<file path="src/rtl/culsans_sram_arbiter.sv">
// Round-robin arbiter sharing one single-port SRAM between NumPorts requesters, with an optional
// bounded lock. Define CULSANS_SRAM_ARB_RDATA_REG_EN to register read data (2-cycle response).
//
// state  | meaning
// IDLE   | round-robin arbitration among all requesters
// LOCKED | only the lock owner may be granted; bounded by MaxLockCycles

module culsans_sram_arbiter #(
    parameter int unsigned NumPorts      = 4,
    parameter int unsigned AddrWidth     = 32,
    parameter int unsigned DataWidth     = 64,
    parameter int unsigned MaxLockCycles = 16
) (
    input  logic                            clk_i,
    input  logic                            rst_i,
    input  logic [NumPorts-1:0]             req_i,
    input  logic [NumPorts-1:0]             we_i,
    input  logic [NumPorts-1:0]             lock_i,
    input  logic [NumPorts*AddrWidth-1:0]   addr_i,
    input  logic [NumPorts*DataWidth-1:0]   wdata_i,
    input  logic [NumPorts*DataWidth/8-1:0] be_i,
    output logic [NumPorts-1:0]             gnt_o,
    output logic [NumPorts-1:0]             rvalid_o,
    output logic [DataWidth-1:0]            rdata_o,
    output logic                            sram_req_o,
    output logic                            sram_we_o,
    output logic [AddrWidth-1:0]            sram_addr_o,
    output logic [DataWidth-1:0]            sram_wdata_o,
    output logic [DataWidth/8-1:0]          sram_be_o,
    input  logic [DataWidth-1:0]            sram_rdata_i,
    output logic                            locked_o
);

    localparam int unsigned IdxW = (NumPorts > 1) ? $clog2(NumPorts) : 1;
    localparam int unsigned BeW  = DataWidth / 8;
    localparam int unsigned CntW = $clog2(MaxLockCycles + 1);

    typedef enum logic {IDLE, LOCKED} state_e;

    state_e              state_q, state_d;
    logic [IdxW-1:0]     ptr_q, ptr_d;
    logic [IdxW-1:0]     owner_q, owner_d;
    logic [CntW-1:0]     cnt_q, cnt_d, cnt_inc;
    logic [NumPorts-1:0] gnt;
    logic [IdxW-1:0]     gnt_idx;
    logic [IdxW-1:0]     arb_cand;
    logic                arb_found;
    int                  arb_sum;

    // Explicit wrap keeps non-power-of-two port counts in range.
    function automatic logic [IdxW-1:0] next_idx(input logic [IdxW-1:0] k);
        if (k == IdxW'(NumPorts - 1)) return '0;
        return k + IdxW'(1);
    endfunction

    always_comb begin
        gnt       = '0;
        gnt_idx   = '0;
        arb_cand  = '0;
        arb_found = 1'b0;
        arb_sum   = 0;
        if (!rst_i) begin
            if (state_q == LOCKED) begin
                if (req_i[owner_q]) begin
                    gnt_idx = owner_q;
                    gnt[owner_q] = 1'b1;
                end
            end else begin
                for (int i = 0; i < int'(NumPorts); i++) begin
                    arb_sum = int'(ptr_q) + i;
                    if (arb_sum >= int'(NumPorts)) arb_sum = arb_sum - int'(NumPorts);
                    arb_cand = IdxW'(arb_sum);
                    if (!arb_found && req_i[arb_cand]) begin
                        arb_found = 1'b1;
                        gnt_idx   = arb_cand;
                    end
                end
                if (arb_found) gnt[gnt_idx] = 1'b1;
            end
        end
    end

    always_comb begin
        sram_we_o    = 1'b0;
        sram_addr_o  = '0;
        sram_wdata_o = '0;
        sram_be_o    = '0;
        for (int i = 0; i < int'(NumPorts); i++) begin
            if (gnt[i]) begin
                sram_we_o    = sram_we_o | we_i[i];
                sram_addr_o  = sram_addr_o | addr_i[i*AddrWidth +: AddrWidth];
                sram_wdata_o = sram_wdata_o | wdata_i[i*DataWidth +: DataWidth];
                sram_be_o    = sram_be_o | be_i[i*BeW +: BeW];
            end
        end
    end

    assign gnt_o      = gnt;
    assign sram_req_o = |gnt;
    assign locked_o   = (state_q == LOCKED);

    always_comb begin
        state_d = state_q;
        ptr_d   = ptr_q;
        owner_d = owner_q;
        cnt_d   = cnt_q;
        cnt_inc = cnt_q + CntW'(1);
        case (state_q)
            IDLE: begin
                if (|gnt) begin
                    ptr_d = next_idx(gnt_idx);
                    if (lock_i[gnt_idx] && (MaxLockCycles > 1)) begin
                        state_d = LOCKED;
                        owner_d = gnt_idx;
                        cnt_d   = CntW'(1);
                    end
                end
            end
            LOCKED: begin
                // The counter runs whether or not the owner is using its slot.
                if ((req_i[owner_q] && !lock_i[owner_q]) ||
                    (cnt_inc >= CntW'(MaxLockCycles))) begin
                    state_d = IDLE;
                    ptr_d   = next_idx(owner_q);
                    cnt_d   = '0;
                end else begin
                    cnt_d = cnt_inc;
                end
            end
            default: state_d = IDLE;
        endcase
    end

    always_ff @(posedge clk_i or posedge rst_i) begin
        if (rst_i) begin
            state_q <= IDLE;
            ptr_q   <= '0;
            owner_q <= '0;
            cnt_q   <= '0;
        end else begin
            state_q <= state_d;
            ptr_q   <= ptr_d;
            owner_q <= owner_d;
            cnt_q   <= cnt_d;
        end
    end

`ifdef CULSANS_SRAM_ARB_RDATA_REG_EN
    logic [NumPorts-1:0]  rsp0_q, rsp1_q;
    logic [DataWidth-1:0] rdata_q;

    always_ff @(posedge clk_i or posedge rst_i) begin
        if (rst_i) begin
            rsp0_q <= '0;
            rsp1_q <= '0;
        end else begin
            rsp0_q <= gnt;
            rsp1_q <= rsp0_q;
        end
    end

    always_ff @(posedge clk_i) begin
        rdata_q <= sram_rdata_i;
    end

    assign rvalid_o = rsp1_q;
    assign rdata_o  = rdata_q;
`else
    logic [NumPorts-1:0] rsp_q;

    always_ff @(posedge clk_i or posedge rst_i) begin
        if (rst_i) rsp_q <= '0;
        else       rsp_q <= gnt;
    end

    assign rvalid_o = rsp_q;
    assign rdata_o  = sram_rdata_i;
`endif

endmodule

</file>
<file path="config.mk">
export PLATFORM = sky130hd
export DESIGN_NAME = culsans_sram_arbiter
export DESIGN_NICKNAME = d
export VERILOG_FILES = /design/src/rtl/culsans_sram_arbiter.sv
export SDC_FILE = /design/constraint.sdc
export NUM_CORES = 1
export LEC_CHECK = 0
export CORE_AREA = 2 2 261 263
export DETAILED_ROUTE_END_ITERATION = 8
export DIE_AREA = 0 0 263 265
export PLACE_DENSITY = 0.35
export SLEW_MARGIN = 20
export SYNTH_ARGS = -nofsm -noshare
export SYNTH_HDL_FRONTEND = slang
export SYNTH_SLANG_ARGS = --single-unit
</file>
<file path="constraint.sdc">
create_clock -name clk_i -period 7.7 [get_ports clk_i]
set_input_delay 1.54 -clock clk_i [delete_from_list [all_inputs] [get_ports clk_i]]
set_output_delay 1.54 -clock clk_i [all_outputs]
set_load 0.05 [all_outputs]
</file>
Yosys cells after proc, flatten, opt, wreduce, memory -nomap -nowiden

Cells that the tools add are included.

Register bits after elaboration: 14
Latch bits: 0
Bits in writable memories: 0
Bits in read-only memories: 0
Input bits: 494
Output and inout port bits: 179
Logic and storage cells: 154
Memories: 0

$add $sub $neg: 10
$mul: 0
Div/mod/pow operators: 0
$lt $le $gt $ge: 14
Equal/unequal tests: 5
Shifts and indexed selects: 0
Multiplexer cells: 92
Bitwise logic cells: 13
Reductions and logical operators: 15

Operator list:

| kind                | count |
|---|---|
| $mux 64             | 4 |
| $or 64x64->64       | 3 |
| $mux 32             | 4 |
| $or 32x32->32       | 3 |
| $mux 2              | 27 |
| $mux 1              | 34 |
| $mux 8              | 4 |
| $or 8x8->8          | 3 |
| $lt 2x3->1 const B  | 7 |
| $mux 4              | 4 |
| $mux 5              | 3 |
| $bmux 1 s2          | 7 |
| $pmux 5 s2          | 1 |
| $ge 3x3->1 const B  | 3 |
| $sub 2x1->2 const B | 4 |
| $add 2x2->3 const B | 2 |
| $logic_and 1x1->1   | 6 |
| $add 5x1->5 const B | 1 |
| $ge 5x5->1 const B  | 1 |
| $add 2x1->2 const B | 2 |
| $demux 1 s2         | 2 |
| $eq 2x2->1 const B  | 2 |
| $ge 2x1->1 const B  | 2 |
| $logic_not 1->1     | 4 |
| 12 further kinds    | 16 |

Depth between registers and ports, before layout

Gate-level depths: netlist of the first run.

Word-level depth: 38
Mapped depth: 10
Mapped depth without buffers: 7

Worst setup path after synthesis of the first run

OpenSTA, ideal clock, no wires.

Path kind: input-to-output
Start: input port rst_i
End: output port sram_addr_o[22]
Arrival: 3.820 ns
Setup slack: 2.340 ns
Stages on the path: 8
Buffers on the path: 3
Cell sequence: buf_2 -> inv_1 -> and3_1 -> a22o_1 -> buf_6 -> clkbuf_1 -> a22o_1 -> a221o_1

Cells in the longest elaborated chain, start to end: 8

RTL lines:

| element       | line | source |
|---|---|---|
| from (decl)   | 15   | `input logic rst_i,` |
| $mux 4 (*)    | 62   | `if (!rst_i) begin` |
| via gnt_o[0]  | 22   | `output logic [NumPorts-1:0] gnt_o,` |
| $mux 32 (*)   | 89   | `if (gnt[i]) begin` |
| $or 32x32->32 | 91   | `sram_addr_o = sram_addr_o \| addr_i[i*AddrWidth +: AddrWidth];` |
| $mux 32 (*)   | 89   |  |
| $or 32x32->32 | 91   |  |
| $mux 32 (*)   | 89   |  |
| $or 32x32->32 | 91   |  |
| $mux 32 (*)   | 89   |  |
| to (decl)     | 27   | `output logic [AddrWidth-1:0] sram_addr_o,` |

The timed path passes the listed nets; every way through them passes the cells marked *.

Final worst setup path of the first run

Start: input port req_i[2]
End: output port sram_wdata_o[20]

Cells in the longest elaborated chain, start to end: 34
Elaborated cells between the ends (all ways): 50
Classes of those cells: order compare (2); mux (38); bitwise (3); reduce/logical (7)

RTL lines:

| element                      | line | source |
|---|---|---|
| from (decl)                  | 16   | `input logic [NumPorts-1:0] req_i,` |
| $bmux 1 s2                   | 73   | `if (!arb_found && req_i[arb_cand]) begin` |
| $mux 1 (implied by the code) | 73   |  |
| $mux 1                       | 73   |  |
| $mux 1                       | 63   | `if (state_q == LOCKED) begin` |
| $mux 1                       | 62   |  |
| $logic_not 1->1              | 73   |  |
| $logic_and 1x1->1            | 73   |  |
| $mux 1                       | 73   |  |
| [... 18 more ...]            | --   |  |
| $mux 4 (*)                   | 62   |  |
| $mux 64                      | 89   |  |
| $or 64x64->64                | 92   | `sram_wdata_o = sram_wdata_o \| wdata_i[i*DataWidth +: DataWidth];` |
| $mux 64                      | 89   |  |
| $or 64x64->64                | 92   |  |
| $mux 64                      | 89   |  |
| $or 64x64->64                | 92   |  |
| $mux 64 (*)                  | 89   |  |
| to (decl)                    | 28   | `output logic [DataWidth-1:0] sram_wdata_o,` |

Mark *: on every way between the ends. The rest lies on a longest branch, timed or not. The select of a mux whose other input is x is not followed.

==> out/qor.txt, run 1 <==
Status: finished clean
FF-to-FF Start: locked_o
Routability cong.: 0.794
Seq. cell area: 350 um2
DR WL/cell: 19.9 um
Endpoints failing setup: 0
Fin. max-slew vios: 0
Area of the multi-input gates: 2630 um2
Largest stage delay on the critical path: 1.06 ns
Seq cells post-synth: 14
Internal power: 0.00118 W
Startpoint Class: input pin
Setup CP Type: input pin to primary output
Core box area: 66,800 um2
Syn Area/Cell: 8.53 um2
Crit path top cell by count: clkdlybuf4s50_1
Combinational share of power: 90.7%
Crit path required time: 6.16 ns
Antenna violations before repair: 18
Via count: 5,951
Slowest stage cell, crit path: clkdlybuf4s50_1
RSZ-0062 raised after global routing: no
Worst Path Buf+Inv: 3
Port Buffers: 544
Pwr/cell area: 284 nW/um2
Switching portion of total power: 57.7%
CTS tree: built
Initial core utilization: 5.53%
Post-DR vias/cell: 3.38
HP Class: register to register
Routed Antenna Nets: 0
Reg clk slew, reported paths: 0.05 ns
Clock power share: 3.9%
Worst reg-to-reg path cell count: 6
Most common cell after layout, fill and taps aside: clkdlybuf4s50_1
CTS resizes: 0
Worst-skew pair later-pin latency: 0.24 ns
Core Rows: 95
Synthesized cell area: 3690 um2
Clk Tree Root Cell: clkbuf_16
GRT Total Usage: 9.32%
Nets: 1,382
Fill count: 7,537
Ports: 673
Overflow after GRT: 0
Min-delay src: cnt_q[4]
First-pass iteration count of the detailed router: 4
Die X-Extent: 263 um
Max Clk Rate: 151 MHz
Setup Buffers After CTS: 0
Hold path cells: 1
Drt total wl: 34,900 um
Net Sw Power: 0.00161 W
Max_cap viols: 0
Minimum clock period: 6.63 ns
Die ar.: 69,700 um2
Most frequent cells in the layout: clkdlybuf4s50_1, a22o_1, a221o_1
Synthesized instance count: 433
Maximum VDD drop: 154 uV
Pleak: 3.45 nW
Post-synth cell types: 50
H-tree levels: 1
Worst R2R Setup Slack: 4.73 ns
DR iter-0 viols: 191
Flop pwr share: 5.4%
Tcrit/Tclk final: 86.1%
Max-slew headroom: 38.2%
Num Clock Sinks: 14
CP Cell Sequence: clkdlybuf4s50_1 -> nor2b_1 -> o21a_1 -> or3_1 -> a21oi_1 -> nand2b_1 -> a21oi_4 -> buf_12 -> a221o_1 -> clkdlybuf4s50_1
Clk_skew: 0.000960 ns
Hold-fix buffers, CTS: 0
Crit path capture type: primary output
DRC errors left: 0
Layout cells sized above 1: 3.74%
Worst Path Arrival: 5.09 ns
Die height: 265 um
Worst-case clock buffer depth: 2
Post-synth net total: 932
Vias in the first global route: 6,274
TritonCTS buffer count: 3
Slew @ Worst Pin: 0.926 ns
Setup_tns: 0 ns
Hold EP: cnt_q[4]
HPWL after DPL: 29,800 um
R2R Path End: owner_q[0]
Area after DPL: 9730 um2
Final Hold Fails: 0
Cell area after layout: 9820 um2
P&R area growth vs syn: 166%
Critical path's top delay family: buffers and inverters
Power Total: 0.00279 W
Worst Path Max Fanout: 53
First-pass GRT wire length: 47,000 um
Largest net degree at the start of global routing: 55
YS warnings: 0
Sequential fraction of the synthesis area: 9.48%
-- Yosys cell counts (all sizes together) --
cell type,count,area [um2]
nor2b,2,12.5
o211a,1,10.0
a22oi,1,7.51
nand2b,6,37.5
clkbuf,30,113
and2b,1,7.51
o31ai,1,7.51
dfrtp,14,350
a221o,106,1060
or3,1,6.26
a31o,1,8.76
buf,84,597
o221ai,1,8.76
o31a,1,8.76
a32oi,1,8.76
o41a,1,11.3
o22ai,1,6.26
o21a,1,7.51
nand3b,1,11.3
mux2i,2,20.0
mux4,1,22.5
o211ai,2,15.0
or4,1,11.3
nand2,8,32.5
o22a,1,8.76
xor2,1,8.76
nand3,5,25.0
a21oi,6,37.5
inv,9,33.8
ha,5,62.6
nor3,3,15.0
nor2,8,32.5
o21ai,6,37.5
a22o,108,946
and2,1,6.26
nor3b,1,7.51
a31oi,2,12.5
and3,2,12.5
and4,1,8.76
a211o,1,8.76
mux2,4,48.8
-- power by group through the flow --
stage	registers [W]	clock network (W)	logic, W
after global routing	0.000157	0.000116	0.00265
after floorplan	0.000150	0	0.00167
final	0.000150	0.000109	0.00253
after detailed placement	0.000150	0	0.00255
after CTS	0.000149	0.000111	0.00256
after global placement	0.000151	0	0.00256
-- metal layers --
layer / routed length (um) / share of wire (%) / vias to the layer above / GRT usage, %
li1: - / - / 2690 / -
met1: 13600 / 39 / 2740 / 10.8
met2: 16200 / 46 / 453 / 15.6
met3: 4490 / 13 / 50 / 4.53
met4: 547 / 1.6 / 18 / 1.76
met5: 105 / 0.30 / - / 0
-- cell families (layout without fill, tap and decap cells) --
| kind of cell | count (synthesis) | in the layout | share of synthesized area [%] |
|---|---|---|---|
| AOI/OAI and AO/OA | 242 | 242 | 59.9 |
| buffers and inverters | 123 | 572 | 20.1 |
| and+or+nand+nor | 41 | 41 | 6.13 |
| DFF | 14 | 14 | 9.48 |
| muxes | 7 | 7 | 2.47 |
| adders and majority gates | 5 | 5 | 1.69 |
| xor gates and xnor gates | 1 | 1 | 0.237 |
| other | 0 | 4 | 0 |
-- worst max-delay path by stage --
stage                  endpoint  slack (ns)  startpoint  cells past startpoint
2_1_floorplan   sram_addr_o[22]        2.34       rst_i                      8
3_3_place_gp   sram_wdata_o[14]        1.17    req_i[2]                     10
3_5_place_dp       sram_be_o[4]        1.17    req_i[2]                     10
4_1_cts            sram_be_o[4]        1.17    req_i[2]                     10
5_1_grt            sram_be_o[4]        1.00    req_i[2]                     10
6_report       sram_wdata_o[20]        1.07    req_i[2]                     10
-- registers in the layout, indices dropped and copies added, names as in the netlist --
name	flops
locked_o	1
cnt_q	5
ptr_q	2
rvalid_o	4
owner_q	2
-- area by class of cell --
class	count	area share (%)
timing repair buffer	559	57.2
multi-input combinational	296	26.8
tap	873	11.1
sequential	14	3.57
clock buffer	4	0.904
inverter	9	0.344
antenna	4	0.102
-- worst reg2reg max path, cell delays in order (launching register included) --
cell	delay, ns
dfrtp_1	0.81
nor2_1	0.15
and4_1	0.25
a31o_4	0.43
or4_4	0.70
nand3b_2	0.17
mux2_1	0.34
-- stage by stage --
stage,worst slack (ns),instances,hold slack (ns),util [%]
finish,1.07,1759,0.514,14.7
global route,1.00,1757,0.515,14.7
CTS,1.17,1755,0.514,14.7
detailed placement,1.17,1751,0.495,14.6
global placement,1.17,1751,0.490,14.6
floorplan,2.34,433,0.474,-
Power figures use the tool's default switching activity.
==> inputs of run 2 (changes only) <==
--- a/config.mk
+++ b/config.mk
@@ -8,7 +8,9 @@
 export CORE_AREA = 2 2 261 263
 export DETAILED_ROUTE_END_ITERATION = 8
 export DIE_AREA = 0 0 263 265
+export GPL_ROUTABILITY_DRIVEN = 0
 export PLACE_DENSITY = 0.35
+export RECOVER_POWER = 50
 export SLEW_MARGIN = 20
 export SYNTH_ARGS = -nofsm -noshare
 export SYNTH_HDL_FRONTEND = slang
==> run 2 against run 1 <==
Effect of this change: sequential share of layout area is essentially flat; hold slack gained 0.0025 ns; combinational power is essentially flat; final cell count is essentially flat; worst setup slack lost 0.19 ns; sequential power is essentially flat; register-to-register slack lost 0.14 ns; die area is the same; first-iteration DRC count grew 9.4%; final area shrank 0.20%; core utilization is essentially flat; sequential cell count is the same; critical endpoint is now sram_be_o[4]; largest power group unchanged.
==> out/qor.txt, run 2 (same netlist as run 1, synthesis figures left out) <==
Clk Tree Root Cell: clkbuf_16 (unchanged)
Die height: 265 um (unchanged)
Core Rows: 95 (unchanged)
Routed Antenna Nets: 0 (unchanged)
RSZ-0062 raised after global routing: no (unchanged)
Setup CP Type: input pin to primary output (unchanged)
Worst Path Arrival: 5.28 ns (was 5.09 ns)
Power Total: 0.00277 W (was 0.00279 W)
Largest Register: cnt_q (unchanged)
Top Layer Used: met5 (unchanged)
Ports: 673 (unchanged)
Die ar.: 69,700 um2 (unchanged)
Setup Buffers After CTS: 0 (unchanged)
Die X-Extent: 263 um (unchanged)
Initial core utilization: 5.53% (unchanged)
Crit path top cell by count: clkdlybuf4s50_1 (unchanged)
Slowest stage cell, crit path: clkdlybuf4s50_1 (unchanged)
Max_cap viols: 0 (unchanged)
Layout cells sized above 1: 3.17% (was 3.74%)
P&R area growth vs syn: 165% (was 166%)
Most common cell after layout, fill and taps aside: clkdlybuf4s50_1 (unchanged)
Drt total wl: 34,900 um (about the same)
Hold-fix buffers, CTS: 0 (unchanged)
Max-slew headroom: 39.1% (was 38.2%)
Worst Path Max Fanout: 34 (was 53)
Status: finished clean (unchanged)
H-tree levels: 1 (unchanged)
CP Cell Sequence: clkdlybuf4s50_1 -> nor2b_1 -> o21a_1 -> or3_1 -> nor3_1 -> a31oi_1 -> nor2_1 -> buf_4 -> a221o_1 -> clkdlybuf4s50_1 (was clkdlybuf4s50_1 -> nor2b_1 -> o21a_1 -> or3_1 -> a21oi_1 -> nand2b_1 -> a21oi_4 -> buf_12 -> a221o_1 -> clkdlybuf4s50_1)
Core box area: 66,800 um2 (unchanged)
HPWL after DPL: 29,800 um (unchanged)
Crit path required time: 6.16 ns (about the same)
Largest register FFs: 5 (unchanged)
Maximum VDD drop: 154 uV (about the same)
CTS tree: built (unchanged)
Met3 WL: 4160 um (was 4490 um)
DR iter-0 viols: 209 (was 191)
Port Buffers: 544 (unchanged)
Worst-case clock buffer depth: 2 (unchanged)
Setup WS post-layout: 0.883 ns (was 1.07 ns)
Largest stage delay on the critical path: 0.82 ns (was 1.06 ns)
M1 WL: 13,900 um (was 13,600 um)
Pleak: 3.47 nW (was 3.45 nW)
Pwr/cell area: 282 nW/um2 (was 284 nW/um2)
Fill count: 7,542 (was 7,537)
Tcrit/Tclk final: 88.5% (was 86.1%)
Vias in the first global route: 6,274 (unchanged)
Slew @ Worst Pin: 0.913 ns (was 0.926 ns)
Num Clock Sinks: 14 (unchanged)
Via count: 5,967 (was 5,951)
Seq. cell area: 350 um2 (unchanged)
Cell area after layout: 9800 um2 (was 9820 um2)
Worst-skew pair later-pin latency: 0.24 ns (about the same)
First-pass iteration count of the detailed router: 4 (unchanged)
Overflow after GRT: 0 (unchanged)
Finished Layout Cells: 1,760 (was 1,759)
Most frequent cells in the layout: clkdlybuf4s50_1, a22o_1, a221o_1 (unchanged)
Minimum clock period: 6.82 ns (was 6.63 ns)
Nets: 1,382 (unchanged)
First-pass GRT wire length: 47,000 um (unchanged)
Antenna violations before repair: 18 (unchanged)
HP Class: register to register (unchanged)
Endpoints failing setup: 0 (unchanged)
Fin. max-slew vios: 0 (unchanged)
GRT Total Usage: 9.32% (unchanged)
Final Hold Fails: 0 (unchanged)
DRC errors left: 0 (unchanged)
Max Clk Rate: 147 MHz (was 151 MHz)
Setup_tns: 0 ns (unchanged)
DR WL met2: 16,300 um (was 16,200 um)
Largest net degree at the start of global routing: 55 (unchanged)
Crit path capture type: primary output (unchanged)
Area after DPL: 9730 um2 (unchanged)
Area of the multi-input gates: 2610 um2 (was 2630 um2)
DR WL/cell: 19.9 um (about the same)
Startpoint Class: input pin (unchanged)
CTS resizes: 0 (unchanged)
Placed insts: 1,751 (unchanged)
Reg clk slew, reported paths: 0.05 ns (about the same)
Clk_skew: 0.00149 ns (was 0.000960 ns)
Post-DR vias/cell: 3.39 (was 3.38)
DP Worst Slack: 1.17 ns (unchanged)
TritonCTS buffer count: 3 (unchanged)
==> run 2: cell count changes in the layout (fill, tap and decap cells not counted), sizes merged <==
cell,delta
clkbuf,+1
buf,-1
diode,+1
dlygate4sd3,+11
clkdlybuf4s50,-11
==> run 2: stage by stage <==
| stage | hold slack, ns | util (%) |
|---|---|---|
| 2_1_floorplan | 0.474 | - |
| 3_3_place_gp | 0.490 | 14.6 |
| 3_5_place_dp | 0.495 | 14.6 |
| 4_1_cts | 0.514 | 14.7 |
| 5_1_grt | 0.524 | 14.7 |
| 6_report | 0.517 | 14.7 |
==> run 2: report_power, final <==
group          total, W  switching, W  leakage [nW]  internal, W
Clock          0.000108     0.0000291        0.0442    0.0000786
Sequential     0.000148     0.0000482         0.181     0.000100
Combinational   0.00251       0.00152          3.24     0.000988
Total           0.00277       0.00160          3.47      0.00117
==> run 2: worst paths after layout <==
path / startpoint / end / slack, ns / depth (start not counted)
worst max register to register: owner_q[0] / ptr_q[0] / 4.59 / 7
max in group asynchronous: rst_i / cnt_q[3] / 4.87 / 3
worst min register to register: cnt_q[4] / cnt_q[4] / 0.52 / 1
worst min-delay path: cnt_q[4] / cnt_q[4] / 0.52 / 1
worst max-delay path: req_i[2] / sram_be_o[4] / 0.88 / 10
min in group asynchronous: rst_i / owner_q[1] / 2.29 / 3
==> run 2: per-layer routing <==
layer | global-route usage, % | up-vias
met4 | 1.76 | 16
met5 | 0 | -
met1 | 10.8 | 2762
met3 | 4.53 | 50
li1 | - | 2693
met2 | 15.6 | 446
==> run 2: area by class of cell <==
class / instances / share of cell area [%]
Timing Repair Buffer: 559 / 57.3
Multi-Input combinational cell: 296 / 26.6
Tap cell: 873 / 11.1
Sequential cell: 14 / 3.57
Clock buffer: 4 / 0.906
Inverter: 9 / 0.345
Antenna cell: 5 / 0.128
==> run 2: critical path, delay by kind of cell <==
| kind | cells | cell delay (ns) |
|---|---|---|
| compound gates | 3 | 0.53 |
| buf+inv | 3 | 1.86 |
| simple gates | 4 | 1.30 |
==> inputs of run 3 (changes only) <==
--- a/config.mk
+++ b/config.mk
@@ -11,7 +11,7 @@
 export GPL_ROUTABILITY_DRIVEN = 0
 export PLACE_DENSITY = 0.35
 export RECOVER_POWER = 50
-export SLEW_MARGIN = 20
+export SLEW_MARGIN = 40
 export SYNTH_ARGS = -nofsm -noshare
 export SYNTH_HDL_FRONTEND = slang
 export SYNTH_SLANG_ARGS = --single-unit
==> run 3 against run 2 <==
Effect of this change: sequential share of layout area hardly changed; first-iteration DRC count is 21% higher; power about the same; via count up 1.0%.
==> out/qor.txt, run 3 (same netlist as run 1, synthesis figures left out) <==
Hold EP: cnt_q[4] (unchanged)
First-pass GRT wire length: 47,200 um (was 47,000 um)
P&R area growth vs syn: 166% (was 165%)
Antenna violations before repair: 18 (unchanged)
Drt total wl: 35,000 um (was 34,900 um)
Slew @ Worst Pin: 1.17 ns (was 0.913 ns)
Met2 global-route usage: 15.6% (about the same)
Reg clk slew, reported paths: 0.05 ns (about the same)
Post-DR vias/cell: 3.43 (was 3.39)
H-tree levels: 1 (unchanged)
DR iter-0 viols: 252 (was 209)
Vias in the first global route: 6,359 (was 6,274)
Worst-skew pair later-pin latency: 0.24 ns (about the same)
Worst-case clock buffer depth: 2 (unchanged)
Worst R2R Setup Slack: 4.39 ns (was 4.59 ns)
Cell area after layout: 9810 um2 (was 9800 um2)
Max_cap viols: 0 (unchanged)
Clk Tree Root Cell: clkbuf_16 (unchanged)
Endpoints failing setup: 0 (unchanged)
Largest register FFs: 5 (unchanged)
Fin. max-slew vios: 0 (unchanged)
GR peak layer: met2 (unchanged)
Largest Register: cnt_q (unchanged)
Core Rows: 95 (unchanged)
Die X-Extent: 263 um (unchanged)
Clk_skew: 0.00228 ns (was 0.00149 ns)
Worst reg-to-reg path cell count: 7 (unchanged)
Nets: 1,383 (was 1,382)
Max-slew headroom: 22.1% (was 39.1%)
Startpoint Class: input pin (unchanged)
DR WL/cell: 19.9 um (about the same)
HPWL after DPL: 30,000 um (was 29,800 um)
Hold-fix buffers, CTS: 0 (unchanged)
Worst Path Max Fanout: 39 (was 34)
Setup Buffers After CTS: 0 (unchanged)
Worst Path Arrival: 5.37 ns (was 5.28 ns)
Most common cell after layout, fill and taps aside: clkdlybuf4s50_1 (unchanged)
Num Clock Sinks: 14 (unchanged)
Minimum clock period: 6.91 ns (was 6.82 ns)
RSZ-0062 raised after global routing: no (unchanged)
Pleak: 3.47 nW (about the same)
Area after DPL: 9750 um2 (was 9730 um2)
Maximum VDD drop: 119 uV (was 154 uV)
Initial core utilization: 5.53% (unchanged)
Final Hold Fails: 0 (unchanged)
Status: finished clean (unchanged)
Area of the multi-input gates: 2600 um2 (was 2610 um2)
CTS resizes: 0 (unchanged)
Hold path cells: 1 (unchanged)
M3 GR Usage: 4.94% (was 4.53%)
Layout cells sized above 1: 3.17% (about the same)
R2R Path End: ptr_q[0] (unchanged)
HP Class: register to register (unchanged)
Largest net degree at the start of global routing: 55 (unchanged)
Finished Layout Cells: 1,760 (unchanged)
Hold WS: 0.510 ns (was 0.517 ns)
Via count: 6,029 (was 5,967)
TritonCTS buffer count: 3 (unchanged)
Core box area: 66,800 um2 (unchanged)
Fill count: 7,530 (was 7,542)
Port Buffers: 544 (unchanged)
Setup_tns: 0 ns (unchanged)
Seq. cell area: 350 um2 (unchanged)
Most frequent cells in the layout: clkdlybuf4s50_1, a22o_1, a221o_1 (unchanged)
Setup CP Type: input pin to primary output (unchanged)
Core Util, Final: 14.7% (about the same)
Ports: 673 (unchanged)
Min-delay src: cnt_q[4] (unchanged)
Die ar.: 69,700 um2 (unchanged)
FF-to-FF Start: owner_q[0] (unchanged)
Crit path capture type: primary output (unchanged)
M1 GR Usage: 10.6% (was 10.8%)
Die height: 265 um (unchanged)
GRT Total Usage: 9.34% (was 9.32%)
Tcrit/Tclk final: 89.8% (was 88.5%)
Pwr/cell area: 282 nW/um2 (about the same)
CTS tree: built (unchanged)
Routed Antenna Nets: 0 (unchanged)
DRC errors left: 0 (unchanged)
Overflow after GRT: 0 (unchanged)
First-pass iteration count of the detailed router: 4 (unchanged)
Crit path required time: 6.16 ns (about the same)
Placed insts: 1,752 (was 1,751)
Max Clk Rate: 145 MHz (was 147 MHz)
-- run 3: cell count changes in the layout (fill, tap and decap cells not counted) --
| cell | previous run | this run |
|---|---|---|
| diode_2 | 5 | 4 |
| buf_12 | 5 | 6 |
| a31o_1 | 0 | 1 |
| and2_0 | 1 | 0 |
| a31o_4 | 1 | 0 |
| and2_1 | 0 | 1 |
-- run 3: layout make-up --
cell class,count,share of cell area (%)
Clock buffer,4,0.905
Inverter,9,0.344
Sequential cell,14,3.57
Tap cell,873,11.1
Antenna cell,4,0.102
Timing Repair Buffer,560,57.4
Multi-Input combinational cell,296,26.5
-- run 3: critical path: stages --
cell             delay [ns]
clkdlybuf4s50_1        0.49
and2b_1                0.22
o221ai_1               0.21
and4_1                 0.23
a31o_1                 0.89
buf_12                 0.30
a22o_1                 0.21
a221o_1                0.13
clkdlybuf4s50_1        1.07
-- run 3: how the worst max path moves through the flow --
stage,to,depth (start not counted),start,slack [ns]
floorplan,sram_addr_o[22],8,rst_i,2.34
global placement,sram_wdata_o[14],10,req_i[2],1.17
detailed placement,sram_wdata_o[14],10,req_i[2],1.14
CTS,sram_wdata_o[14],10,req_i[2],1.15
global route,sram_wdata_o[20],8,rst_i,0.64
finish,sram_wdata_o[20],9,req_i[0],0.79
-- run 3: per-stage QoR --
| stage | total power (W) | setup WS (ns) |
|---|---|---|
| floorplan | 0.00182 | 2.34 |
| global placement | 0.00271 | 1.17 |
| detailed placement | 0.00270 | 1.14 |
| CTS | 0.00282 | 1.15 |
| global route | 0.00291 | 0.638 |
| finish | 0.00277 | 0.789 |
-- run 3: power breakdown --
part / switching, W / leakage, nW / internal, W / total, W
clock: 0.0000294 / 0.0442 / 0.0000786 / 0.000108
combinational: 0.00152 / 3.25 / 0.000991 / 0.00251
sequential: 0.0000487 / 0.181 / 0.000100 / 0.000149
total: 0.00160 / 3.47 / 0.00117 / 0.00277
-- run 3: layer usage --
layer	wire, um	vias to the layer above	share of wire [%]
met5	116	-	0.33
met3	4740	60	14
li1	-	2694	-
met1	13300	2794	38
met2	16100	461	46
met4	811	20	2.3
